`src/rtl/arc_pkg.sv`:
```
// Shared types and constants for the midpoint-circle arc engine.
// Optional screen clipping is enabled by defining ARC_PLOTTER_CLIP_EN.
package arc_pkg;

    typedef enum logic [1:0] {
        IDLE = 2'd0,
        PLOT = 2'd1,
        STEP = 2'd2,
        DONE = 2'd3
    } arc_state_e;

    localparam logic [2:0] OCT_0 = 3'd0;
    localparam logic [2:0] OCT_1 = 3'd1;
    localparam logic [2:0] OCT_2 = 3'd2;
    localparam logic [2:0] OCT_3 = 3'd3;
    localparam logic [2:0] OCT_4 = 3'd4;
    localparam logic [2:0] OCT_5 = 3'd5;
    localparam logic [2:0] OCT_6 = 3'd6;
    localparam logic [2:0] OCT_7 = 3'd7;

    localparam int ARC_SCREEN_W = 160;
    localparam int ARC_SCREEN_H = 120;

    function automatic int max_int(input int a, input int b);
        return (a > b) ? a : b;
    endfunction

endpackage

```
`src/rtl/arc_octant_map.sv`:
```
// Maps the current (ox, oy) offset and octant index onto a signed screen pixel,
// and reports whether that pixel lies on the visible screen.
module arc_octant_map
    import arc_pkg::*;
#(
    parameter int X_W      = 8,
    parameter int Y_W      = 7,
    parameter int R_W      = 8,
    parameter int SCREEN_W = ARC_SCREEN_W,
    parameter int SCREEN_H = ARC_SCREEN_H,
    localparam int CW      = R_W + 3,
    localparam int SW      = max_int(X_W, R_W) + 2
) (
    input  logic [X_W-1:0]       cx_i,
    input  logic [Y_W-1:0]       cy_i,
    input  logic signed [CW-1:0] ox_i,
    input  logic signed [CW-1:0] oy_i,
    input  logic [2:0]           oct_i,
    output logic signed [SW-1:0] px_o,
    output logic signed [SW-1:0] py_o,
    output logic                 in_bounds_o
);

    localparam logic [SW-1:0] X_LIM = SW'(SCREEN_W);
    localparam logic [SW-1:0] Y_LIM = SW'(SCREEN_H);

    logic signed [SW-1:0] cx_s;
    logic signed [SW-1:0] cy_s;
    logic signed [SW-1:0] a;
    logic signed [SW-1:0] b;

    assign cx_s = $signed({{(SW-X_W){1'b0}}, cx_i});
    assign cy_s = $signed({{(SW-Y_W){1'b0}}, cy_i});
    assign a    = SW'(ox_i);
    assign b    = SW'(oy_i);

    always_comb begin
        px_o = cx_s;
        py_o = cy_s;
        case (oct_i)
            OCT_0: begin px_o = cx_s + a; py_o = cy_s + b; end
            OCT_1: begin px_o = cx_s + b; py_o = cy_s + a; end
            OCT_2: begin px_o = cx_s - a; py_o = cy_s + b; end
            OCT_3: begin px_o = cx_s - b; py_o = cy_s + a; end
            OCT_4: begin px_o = cx_s - a; py_o = cy_s - b; end
            OCT_5: begin px_o = cx_s - b; py_o = cy_s - a; end
            OCT_6: begin px_o = cx_s + a; py_o = cy_s - b; end
            OCT_7: begin px_o = cx_s + b; py_o = cy_s - a; end
            default: begin px_o = cx_s; py_o = cy_s; end
        endcase
    end

    // Sign bit clear first, so the unsigned limit compares are valid.
    assign in_bounds_o = !px_o[SW-1] && !py_o[SW-1]
                       && ($unsigned(px_o) < X_LIM)
                       && ($unsigned(py_o) < Y_LIM);

endmodule

```
`src/rtl/arc_plotter.sv`:
```
// Midpoint-circle arc engine: one pixel per PLOT cycle for each enabled octant.
// Define ARC_PLOTTER_CLIP_EN to suppress plot strobes for off-screen pixels.
module arc_plotter
    import arc_pkg::*;
#(
    parameter int X_W      = 8,
    parameter int Y_W      = 7,
    parameter int R_W      = 8,
    parameter int SCREEN_W = ARC_SCREEN_W,
    parameter int SCREEN_H = ARC_SCREEN_H
) (
    input  logic             clk,
    input  logic             rst_n,
    input  logic             start,
    input  logic [X_W-1:0]   centre_x,
    input  logic [Y_W-1:0]   centre_y,
    input  logic [R_W-1:0]   radius,
    input  logic [7:0]       octant_mask,
    input  logic [2:0]       colour,
    output logic             done,
    output logic [X_W-1:0]   vga_x,
    output logic [Y_W-1:0]   vga_y,
    output logic [2:0]       vga_colour,
    output logic             vga_plot,
    output arc_state_e       dbg_state_o
);

    localparam int CW = R_W + 3;
    localparam int SW = max_int(X_W, R_W) + 2;
    localparam logic signed [CW-1:0] ONE  = CW'(1);
    localparam logic signed [CW-1:0] ZERO = '0;

    arc_state_e           state_q, state_d;
    logic [X_W-1:0]       cx_q, cx_d;
    logic [Y_W-1:0]       cy_q, cy_d;
    logic [7:0]           mask_q, mask_d;
    logic [2:0]           colour_q, colour_d;
    logic signed [CW-1:0] ox_q, ox_d;
    logic signed [CW-1:0] oy_q, oy_d;
    logic signed [CW-1:0] crit_q, crit_d;
    logic [2:0]           oct_q, oct_d;

    logic signed [CW-1:0] step_ox, step_oy, step_crit;
    logic                 step_more;
    logic signed [SW-1:0] px, py;
    logic                 in_bounds;
    logic                 unused_bits;

    arc_octant_map #(
        .X_W(X_W), .Y_W(Y_W), .R_W(R_W), .SCREEN_W(SCREEN_W), .SCREEN_H(SCREEN_H)
    ) u_map (
        .cx_i(cx_q), .cy_i(cy_q), .ox_i(ox_q), .oy_i(oy_q), .oct_i(oct_q),
        .px_o(px), .py_o(py), .in_bounds_o(in_bounds)
    );

    assign unused_bits = ^{px[SW-1:X_W], py[SW-1:Y_W], in_bounds};

    // One midpoint step: the decision variable uses the already-advanced ox/oy.
    always_comb begin
        step_ox = ox_q + ONE;
        if (crit_q <= ZERO) begin
            step_oy   = oy_q;
            step_crit = crit_q + (step_ox <<< 1) + ONE;
        end else begin
            step_oy   = oy_q - ONE;
            step_crit = crit_q + ((step_ox - step_oy) <<< 1) + ONE;
        end
        step_more = (step_oy >= step_ox);
    end

    always_ff @(posedge clk or negedge rst_n) begin
        if (!rst_n) state_q <= IDLE;
        else        state_q <= state_d;
    end

    always_comb begin
        state_d = state_q;
        case (state_q)
            IDLE:    if (start) state_d = PLOT;
            PLOT:    if (oct_q == OCT_7) state_d = STEP;
            STEP:    state_d = step_more ? PLOT : DONE;
            DONE:    if (!start) state_d = IDLE;
            default: state_d = IDLE;
        endcase
    end

    always_comb begin
        done        = (state_q == DONE);
        vga_plot    = 1'b0;
        vga_x       = '0;
        vga_y       = '0;
        vga_colour  = '0;
        dbg_state_o = state_q;
        if (state_q == PLOT) begin
            vga_x      = px[X_W-1:0];
            vga_y      = py[Y_W-1:0];
            vga_colour = colour_q;
`ifdef ARC_PLOTTER_CLIP_EN
            vga_plot   = mask_q[oct_q] && in_bounds;
`else
            vga_plot   = mask_q[oct_q];
`endif
        end
    end

    always_comb begin
        cx_d     = cx_q;
        cy_d     = cy_q;
        mask_d   = mask_q;
        colour_d = colour_q;
        ox_d     = ox_q;
        oy_d     = oy_q;
        crit_d   = crit_q;
        oct_d    = oct_q;
        case (state_q)
            IDLE: if (start) begin
                cx_d     = centre_x;
                cy_d     = centre_y;
                mask_d   = octant_mask;
                colour_d = colour;
                ox_d     = ZERO;
                oy_d     = $signed({3'b000, radius});
                crit_d   = ONE - $signed({3'b000, radius});
                oct_d    = OCT_0;
            end
            PLOT: oct_d = oct_q + 3'd1;
            STEP: begin
                ox_d   = step_ox;
                oy_d   = step_oy;
                crit_d = step_crit;
            end
            default: ;
        endcase
    end

    always_ff @(posedge clk or negedge rst_n) begin
        if (!rst_n) begin
            cx_q     <= '0;
            cy_q     <= '0;
            mask_q   <= '0;
            colour_q <= '0;
            ox_q     <= '0;
            oy_q     <= '0;
            crit_q   <= '0;
            oct_q    <= '0;
        end else begin
            cx_q     <= cx_d;
            cy_q     <= cy_d;
            mask_q   <= mask_d;
            colour_q <= colour_d;
            ox_q     <= ox_d;
            oy_q     <= oy_d;
            crit_q   <= crit_d;
            oct_q    <= oct_d;
        end
    end

endmodule

```
`config.mk`:
```
export PLATFORM = sky130hd
export DESIGN_NAME = arc_plotter
export DESIGN_NICKNAME = d
export VERILOG_FILES = /design/src/rtl/arc_pkg.sv /design/src/rtl/arc_octant_map.sv /design/src/rtl/arc_plotter.sv
export SDC_FILE = /design/constraint.sdc
export NUM_CORES = 1
export LEC_CHECK = 0
export CAP_MARGIN = 20
export CORE_MARGIN = 5
export CORE_UTILIZATION = 28
export CTS_BUF_LIST = sky130_fd_sc_hd__clkbuf_4 sky130_fd_sc_hd__clkbuf_8
export DETAILED_ROUTE_END_ITERATION = 8
export DONT_BUFFER_PORTS = 1
export PLACE_DENSITY = 0.53
export SLEW_MARGIN = 10
export SYNTH_ARGS = -nofsm -noshare
export SYNTH_HDL_FRONTEND = slang
export SYNTH_SLANG_ARGS = --single-unit
```
`constraint.sdc`:
```
create_clock -name clk -period 4.16 [get_ports clk]
set_input_delay 0.832 -clock clk [delete_from_list [all_inputs] [get_ports clk]]
set_output_delay 0.832 -clock clk [all_outputs]
set_load 0.01 [all_outputs]
```
# ---- Yosys cells after proc, flatten, opt, wreduce, memory -nomap -nowiden
# Cells that the tools add are included.
dict set report totals {
  reg_bits 64
  output_inout_bits 22
}
dict set report op_classes {
  addsub 17
  n_lt_le_gt_ge 3
  n_eq_ne 13
  muxes 23
  n_reduce_logical 16
}
# op count
set ops {}
lappend ops {{$pmux 11 s2} 3}
lappend ops {{$mux 11} 5}
lappend ops {{$add 11x2->11 const B} 3}
lappend ops {{$pmux 8 s4} 1}
lappend ops {{$pmux 7 s4} 1}
lappend ops {{$add 11x11->11} 2}
lappend ops {{$add 8x8->8} 2}
lappend ops {{$reduce_or 2->1} 8}
lappend ops {{$sub 8x8->8} 2}
lappend ops {{$add 7x7->7} 2}
lappend ops {{$sub 7x7->7} 2}
lappend ops {{$eq 3x3->1 const B} 4}
lappend ops {{$ge 11x11->1} 1}
lappend ops {{$le 11x1->1 const B} 1}
lappend ops {{$sub 11x2->11 const B} 1}
lappend ops {{$sub 10x10->10} 1}
lappend ops {{$sub 1x8->9 const A} 1}
lappend ops {{$mux 2} 4}
lappend ops {{$mux 8} 1}
lappend ops {{$pmux 2 s4} 1}
lappend ops {{$mux 7} 1}
lappend ops {{$eq 3x2->1 const B} 2}
lappend ops {{$mux 3} 2}
lappend ops {{$ne 2x2->1 const B} 3}
lappend ops {{other kinds (13)} 18}

# ---- Longest topological paths before layout
# Gate-level depths: netlist of the first run.
dict set report depth {
  depth_word 6
  mapped_depth 20
}

# ---- Cells and area by module
# A second synthesis of the first run with hierarchy kept.
dict set report hier_totals {
  cells_unflattened 840
  hier_area_um2 6718.9
}
# mod n_inst cells_each area_per_inst_um2
set modules_own_cells {}
lappend modules_own_cells {arc_plotter 1 585 4810.9}
lappend modules_own_cells {arc_octant_map 1 255 1908.1}

# ---- Worst setup path after synthesis of the first run
# Ideal clock, no wire load.
dict set report synth_path {
  path_type {flip-flop to output port}
  startpoint {register oct_q[2]}
  endpoint {output vga_y[6]}
  arrival_ns 3.493
  required_time_ns 3.328
  setup_slack_ns -0.165
  path_stages_with_launch 18
  n_path_buf 3
  cell_sequence {dfrtp_1 clkbuf_1 inv_1 ha_1 clkbuf_1 nor3_1 clkbuf_1 o21ai_0 ha_1 fa_1 nor2b_1 o21ai_0 nand2b_1 a21o_1 a21oi_1 xor2_1 xnor2_1 nor2_1}
}
dict set report synth_via {
  elab_chain_len 4
  elab_cells_between_ends 14
  classes_between {7 x eq/ne; 2 x mux; 5 x reduce/logical}
}
# item line_no
set synth_rtl {}
lappend synth_rtl {{from (decl)} arc_plotter.sv:41} ;# logic [2:0] oct_q, oct_d;
lappend synth_rtl {{from (signal assigned)} arc_plotter.sv:154} ;# oct_q <= oct_d;
lappend synth_rtl {{$eq 3x3->1, or another cell as far along} arc_octant_map.sv:40} ;# case (oct_i)
lappend synth_rtl {{$reduce_or 2->1 (no source line)} n/a}
lappend synth_rtl {{$pmux 7 s4 *} arc_octant_map.sv:40}
lappend synth_rtl {{$mux 7 *} arc_plotter.sv:94} ;# if (state_q == PLOT) begin
lappend synth_rtl {{to (decl)} arc_plotter.sv:22} ;# output logic [Y_W-1:0] vga_y,
# Every way passes the cells marked *; elsewhere a longest branch is shown, timed or not.

# ---- Final worst setup path of the first run
dict set report layout_path {
  startpoint {register oct_q[0]}
  endpoint {output vga_y[5]}
}
# Same word-level chain as after synthesis.

==> metrics.md, run 1 <==
| Metric | Value |
|---|---|
| DP Cell Count | `1090` |
| Clock skew | `0.00937 ns` |
| RR Startpoint | `oy_q[1]` |
| Port Buf Inserts | `0` |
| DIE WIDTH | `158 um` |
| Post-route ant nets | `0` |
| Synthesized area per cell | `7.78 um^2` |
| Hold Buf Count CTS | `0` |
| Post-Syn Nets | `891` |
| Setup TNS | `-0.158 ns` |
| Clock tree buffer depth | `2` |
| First-pass GRT wire length | `30700 um` |
| Unrepaired setup endpoints after global routing | `true` |
| Die Y | `158 um` |
| Drc violations | `0` |
| Post-Synthesis Cells | `788` |
| Post-route minimum period | `4.23 ns` |
| Largest net degree at the start of global routing | `65` |
| Layout cells sized above 1 | `18.3%` |
| # diodes | `0` |
| Crit-path slowest cell | `dfrtp_2` |
| Post-Route WL | `19000 um` |
| Seq/Total Area, Yosys | `26.1%` |
| DR vias/cell | `5.02` |
| Reg area | `1610 um^2` |
| Worst-path clk slew | `0.08 ns` |
| Layout fillers | `2283` |
| Area of the multi-input gates | `4410 um^2` |
| Hold Path Class | `input port to async pin` |
| Total track usage | `15.6%` |
| Detailed placer's ending HPWL | `14300 um` |
| WL per Instance | `16.9 um` |
| Fmax | `236 MHz` |
| FP Rows | `54` |
| Async S/R FF share, synth | `100%` |
| Worst Setup End Kind | `primary output` |
| Clock buffer count from CTS | `9` |
| Worst-Skew Late Latency | `0.37 ns` |
| Initial antenna violation count | `0` |
| Failing checks | `setup timing` |
| Area Growth Syn to Fin | `19.7%` |
| IO Pins | `59` |
| Main synth FF type | `dfrtp_1` |
| Most common cell in the netlist | `nand2_1` |
| Clock Sinks | `64` |
| H-Tree Depth | `3` |
| Synth cell types | `70` |
| Top post-synthesis cells by count | `nand2_1, o21ai_0, nor2_1` |
| Die area | `25000 um^2` |
| Fin worst setup slack | `-0.0706 ns` |
| Critical path launch point type | `flop` |
| CTS tree | `yes` |
| Nets | `940` |
| Non-Filler Instances | `1122` |
| Worst EP arrival | `3.40 ns` |
| Total core area | `21700 um^2` |
| Worst slew pin tran | `0.882 ns` |
| Top cell type's share of synthesized area | `26.1%` |
| Post-synth EDFFs | `0` |
| CP max FO | `5` |
| 1st-pass router iterations | `5` |
| Largest area contributor in the netlist | `dfrtp_1` |
| Max cap viols | `0` |
| CP dominant cell by count | `buf_4` |
| Synth warnings | `0` |
| RD Place Congestion | `0.909` |
| Critical path data required time | `3.33 ns` |
| Delay of the slowest critical-path stage | `0.46 ns` |
| Largest cells by area after synthesis | `dfrtp_1, ha_1, nand2_1` |
| Yosys reg bits | `64` |
| Status | `complete, but fails checks` |
| Mapped cell area | `6130 um^2` |
| Pre-CTS setup slack | `0.0521 ns` |
| 1st-iter DRT viols | `316` |
| Final hold viol count | `0` |
| Path depth of the worst reg2reg path | `19` |
| Final Setup Violations | `4` |
| Root Driver | `clkbuf_8` |
| Global route overflow | `0` |
| Via Count | `5630` |
| Critical setup path kind | `flop to primary output` |
| Crit-path cells | `ha_4 -> ha_4 -> buf_4 -> buf_4 -> o21a_1 -> a2111oi_4 -> ha_1 -> buf_4 -> buf_4 -> o21ai_0 -> nand2b_1 -> a21o_1 -> a21oi_1 -> xor2_1 -> nor2_1` |
| Pins over their slew limit | `0` |
| Vias in the first global route | `5720` |
| Worst slew margin | `39.7%` |
| Initial core utilization | `28.3%` |
| Critical Path Source | `oct_q[0]` |
| Ratio of final minimum period to clock period | `102%` |
[layer usage]
metal  vias up  part of all wire [%]  GRT usage, %
met2       131                    45          24.6
li1       2818                     -             -
met4         0                   2.6          5.00
met5         -                     0             0
met1      2646                    46          20.4
met3        35                   6.1          4.78
[layout by cell type (no fill, tap or decap), drive strengths merged, types with 6 or more instances in the layout]
cell | netlist | routed
a22oi | 7 | 7
buf | 8 | 77
a21o | 11 | 11
nor3 | 21 | 21
inv | 40 | 40
xor2 | 33 | 33
ha | 61 | 61
o21ai | 69 | 69
dfrtp | 64 | 64
or3 | 8 | 8
nand2 | 142 | 142
nor2b | 16 | 16
nand2b | 10 | 10
a21oi | 58 | 58
xnor2 | 35 | 35
nor2 | 66 | 66
nand3 | 20 | 20
clkbuf | 30 | 11
o31ai | 6 | 6
[metrics by stage]
stage,area [um^2],utilization (%),hold WS (ns)
after global routing,7340,33.8,0.113
after floorplan,6140,-,0.437
final,7340,33.8,0.141
after CTS,7250,33.4,0.120
after detailed placement,6750,31.1,0.459
after global placement,6740,31.1,0.454
[worst paths after layout]
path	endpoint	slack [ns]
max in group asynchronous	ox_q[8]	3.86
min in group clk	colour_q[1]	0.47
max	vga_y[5]	-0.07
min reg2reg	colour_q[1]	0.47
min	cx_q[4]	0.14
max reg2reg	crit_q[10]	0.17
[what timing repair did]
item | in CTS | in global routing
pin swaps | 25 | 9
endpoints found under the setup margin | 6 | 7
gates resized for setup | 51 | 13
setup buffers | 13 | 3
[cells by family after synthesis]
group,after synthesis,share of synthesized area (%)
compound gates,195,19.4
mux,7,1.59
fa+ha+maj,67,14.2
flops,64,26.1
simple gates,308,22.8
buf+inv,79,5.84
xor+xnor,68,9.96
[registers in the layout, summed over array words and instances (netlist names)]
name and count:
colour_q 3, crit_q 11, cx_q 8, cy_q 7, dbg_state_o 2, mask_q 8
oct_q 3, ox_q 11, oy_q 11
[cell type report]
| type | count | share of cell area, % |
|---|---|---|
| clock buffers | 11 | 1.98 |
| clock inverters | 5 | 1.09 |
| inverters | 40 | 2.05 |
| multi-input cells | 645 | 60.1 |
| flip-flops and latches | 64 | 21.9 |
| well taps | 280 | 4.78 |
| repair buffers | 77 | 8.14 |
[worst max-delay path: cells and delay by family, from the launching register on]
kind	cells	cell delay [ns]
AO/OA/AOI/OAI	5	0.97
XOR/XNOR	1	0.09
adder cells (fa/ha/maj)	3	0.67
buffers and inverters	4	0.51
flip-flops	1	0.46
AND/OR/NAND/NOR	2	0.32
Power of run 1 is not shown: default switching activity piles up to over one toggle a cycle in this logic, so the estimate is an artifact.
==> inputs of run 2 (changes only) <==
--- a/config.mk
+++ b/config.mk
@@ -7,11 +7,11 @@
 export LEC_CHECK = 0
 export CAP_MARGIN = 20
 export CORE_MARGIN = 5
-export CORE_UTILIZATION = 28
+export CORE_UTILIZATION = 35
 export CTS_BUF_LIST = sky130_fd_sc_hd__clkbuf_4 sky130_fd_sc_hd__clkbuf_8
 export DETAILED_ROUTE_END_ITERATION = 8
 export DONT_BUFFER_PORTS = 1
-export PLACE_DENSITY = 0.53
+export PLACE_DENSITY = 0.61
 export SLEW_MARGIN = 10
 export SYNTH_ARGS = -nofsm -noshare
 export SYNTH_HDL_FRONTEND = slang
==> metrics.md, run 2 (synthesis gave the netlist of run 1 again) <==
| Metric | Value |
|---|---|
| Area Growth Syn to Fin | `18.6%` |
| Critical setup path kind | `flop to primary output` |
| Global route overflow | `0` |
| Area post-placement | `6600 um^2` |
| Vias in the first global route | `5722` |
| Largest net degree at the start of global routing | `65` |
| Critical path launch point type | `flop` |
| Setup TNS | `-0.0332 ns` |
| 1st-iter DRT viols | `356` |
| Clock buffer count from CTS | `9` |
| Worst EP arrival | `3.35 ns` |
| Top flop regs | `crit_q x11, ox_q x11, oy_q x11` |
| Nets | `934` |
| Commonest non-fill, non-tap cell in the layout | `nand2_1` |
| # diodes | `0` |
| Hold Path Class | `input port to async pin` |
| WL per Instance | `17.1 um` |
| Failing checks | `setup timing` |
| Final hold viol count | `0` |
| Max cap viols | `0` |
| DIE WIDTH | `142 um` |
| Crit-path slowest cell | `dfrtp_1` |
| Hold Buf Count CTS | `0` |
| Final core utilization | `42.2%` |
| First-pass GRT wire length | `29400 um` |
| Met1 usage | `23.7%` |
| Busiest grt layer | `met2` |
| Total core area | `17200 um^2` |
| Die Y | `142 um` |
| Crit-path cells | `buf_6 -> ha_4 -> buf_6 -> nor3_4 -> buf_4 -> nand2_1 -> nand2_2 -> a2111oi_4 -> ha_1 -> nor2b_4 -> o21ai_1 -> nand2b_1 -> a21o_1 -> a21oi_2 -> xor2_1 -> xnor2_1 -> nor2_2` |
| CTS tree | `yes` |
| Via Count | `5688` |
| Final Setup Violations | `2` |
| Die area | `20300 um^2` |
| Most frequent cells in the layout | `nand2_1, buf_4, dfrtp_1, o21ai_0, nor2_1` |
| H-Tree Depth | `3` |
| Total track usage | `18.2%` |
| 1st-pass router iterations | `5` |
| Detailed placer's ending HPWL | `13400 um` |
| Worst Setup End Kind | `primary output` |
| Root Driver | `clkbuf_8` |
| Worst slew margin | `41.0%` |
| Worst-Skew Late Latency | `0.37 ns` |
| Port Buf Inserts | `0` |
| CP delay by family, top | `simple AND/OR/NAND/NOR gates` |
| Critical path data required time | `3.33 ns` |
| Clock skew | `0.0158 ns` |
| Layout cells sized above 1 | `19.5%` |
| Initial antenna violation count | `0` |
| Layout fillers | `1712` |
| RD Place Congestion | `0.900` |
| Status | `complete, but fails checks` |
| Clock tree buffer depth | `2` |
| CP max FO | `5` |
| Pins over their slew limit | `0` |
| FP Rows | `48` |
| DR vias/cell | `5.37` |
| Fmax | `239 MHz` |
| Delay of the slowest critical-path stage | `0.42 ns` |
| IO Pins | `59` |
| Met2 global-route usage | `30.0%` |
| Final Instance Area | `7270 um^2` |
| WHS | `0.146 ns` |
| Drc violations | `0` |
| Ratio of final minimum period to clock period | `100%` |
| Post-route ant nets | `0` |
| Buf/Inv on CP | `3` |
| Fin worst setup slack | `-0.0194 ns` |
| Worst-path clk slew | `0.08 ns` |
| Worst slew pin tran | `0.863 ns` |
| Clock Sinks | `64` |
| Unrepaired setup endpoints after global routing | `true` |
| Initial core utilization | `35.6%` |
| Post-Route WL | `18100 um` |
| CP dominant cell by count | `buf_6` |
| Post-route minimum period | `4.18 ns` |
| GR met3 Demand/Resource | `3.73%` |
[run 2: cell types whose count changed in the layout (fill, tap and decap cells not counted), sizes merged]
cell      change
clkbuf        -1
buf           -6
inv           +1
clkinvlp      -1
[run 2: layout make-up]
class | instances | area (um^2) | share of cell area (%)
clock buffers | 10 | 131 | 1.81
clock inverters | 5 | 81.3 | 1.12
inverters | 40 | 150 | 2.07
multi-input cells | 645 | 4460 | 61.4
flip-flops and latches | 64 | 1610 | 22.1
well taps | 225 | 282 | 3.87
repair buffers | 71 | 556 | 7.64
[run 2: path summary, 6_finish.rpt]
path | slack [ns] | startpoint | depth (start not counted) | endpoint
setup / recovery | -0.02 | oct_q[0] | 17 | vga_y[6]
hold / removal | 0.15 | rst_n | 0 | oct_q[0]
setup reg to reg | 0.29 | oy_q[2] | 16 | crit_q[10]
hold reg to reg | 0.47 | colour_q[0] | 2 | colour_q[0]
max in group asynchronous | 3.89 | rst_n | 0 | ox_q[3]
min in group clk | 0.47 | colour_q[0] | 2 | colour_q[0]
[run 2: metal layers]
metal / up-vias / routed length, um / share of wire [%]
met5: - / 0 / 0
met4: 0 / 460 / 2.5
met3: 34 / 1160 / 6.4
met2: 175 / 8570 / 47
met1: 2676 / 7910 / 44
li1: 2803 / - / -
[run 2: what timing repair did]
item	4_1_cts	5_1_grt
setup buffers	14	7
endpoints found under the setup margin	6	8
resized for setup	59	28
pin swaps	26	12
[run 2: through the flow]
stage	std cells	setup slack, ns
3_3_place_gp	1023	-0.0343
5_1_grt	1060	-0.198
3_5_place_dp	1024	-0.0140
2_1_floorplan	788	0.0663
6_report	1060	-0.0194
4_1_cts	1053	-0.0231
[run 2: worst register-to-register path, stage by stage, from the launching register on]
cell      delay (ns)
dfrtp_2         0.51
or4_4           0.55
or2_4           0.27
a21boi_4        0.15
ha_1            0.32
a21oi_1         0.22
o21ai_2         0.10
xor2_1          0.20
ha_1            0.28
a21oi_1         0.17
nand2_1         0.07
o21ai_1         0.14
buf_4           0.13
o21ai_0         0.11
xnor2_1         0.28
o2111a_1        0.23
nor2_1          0.04
Power of run 2 is left out for the same reason.
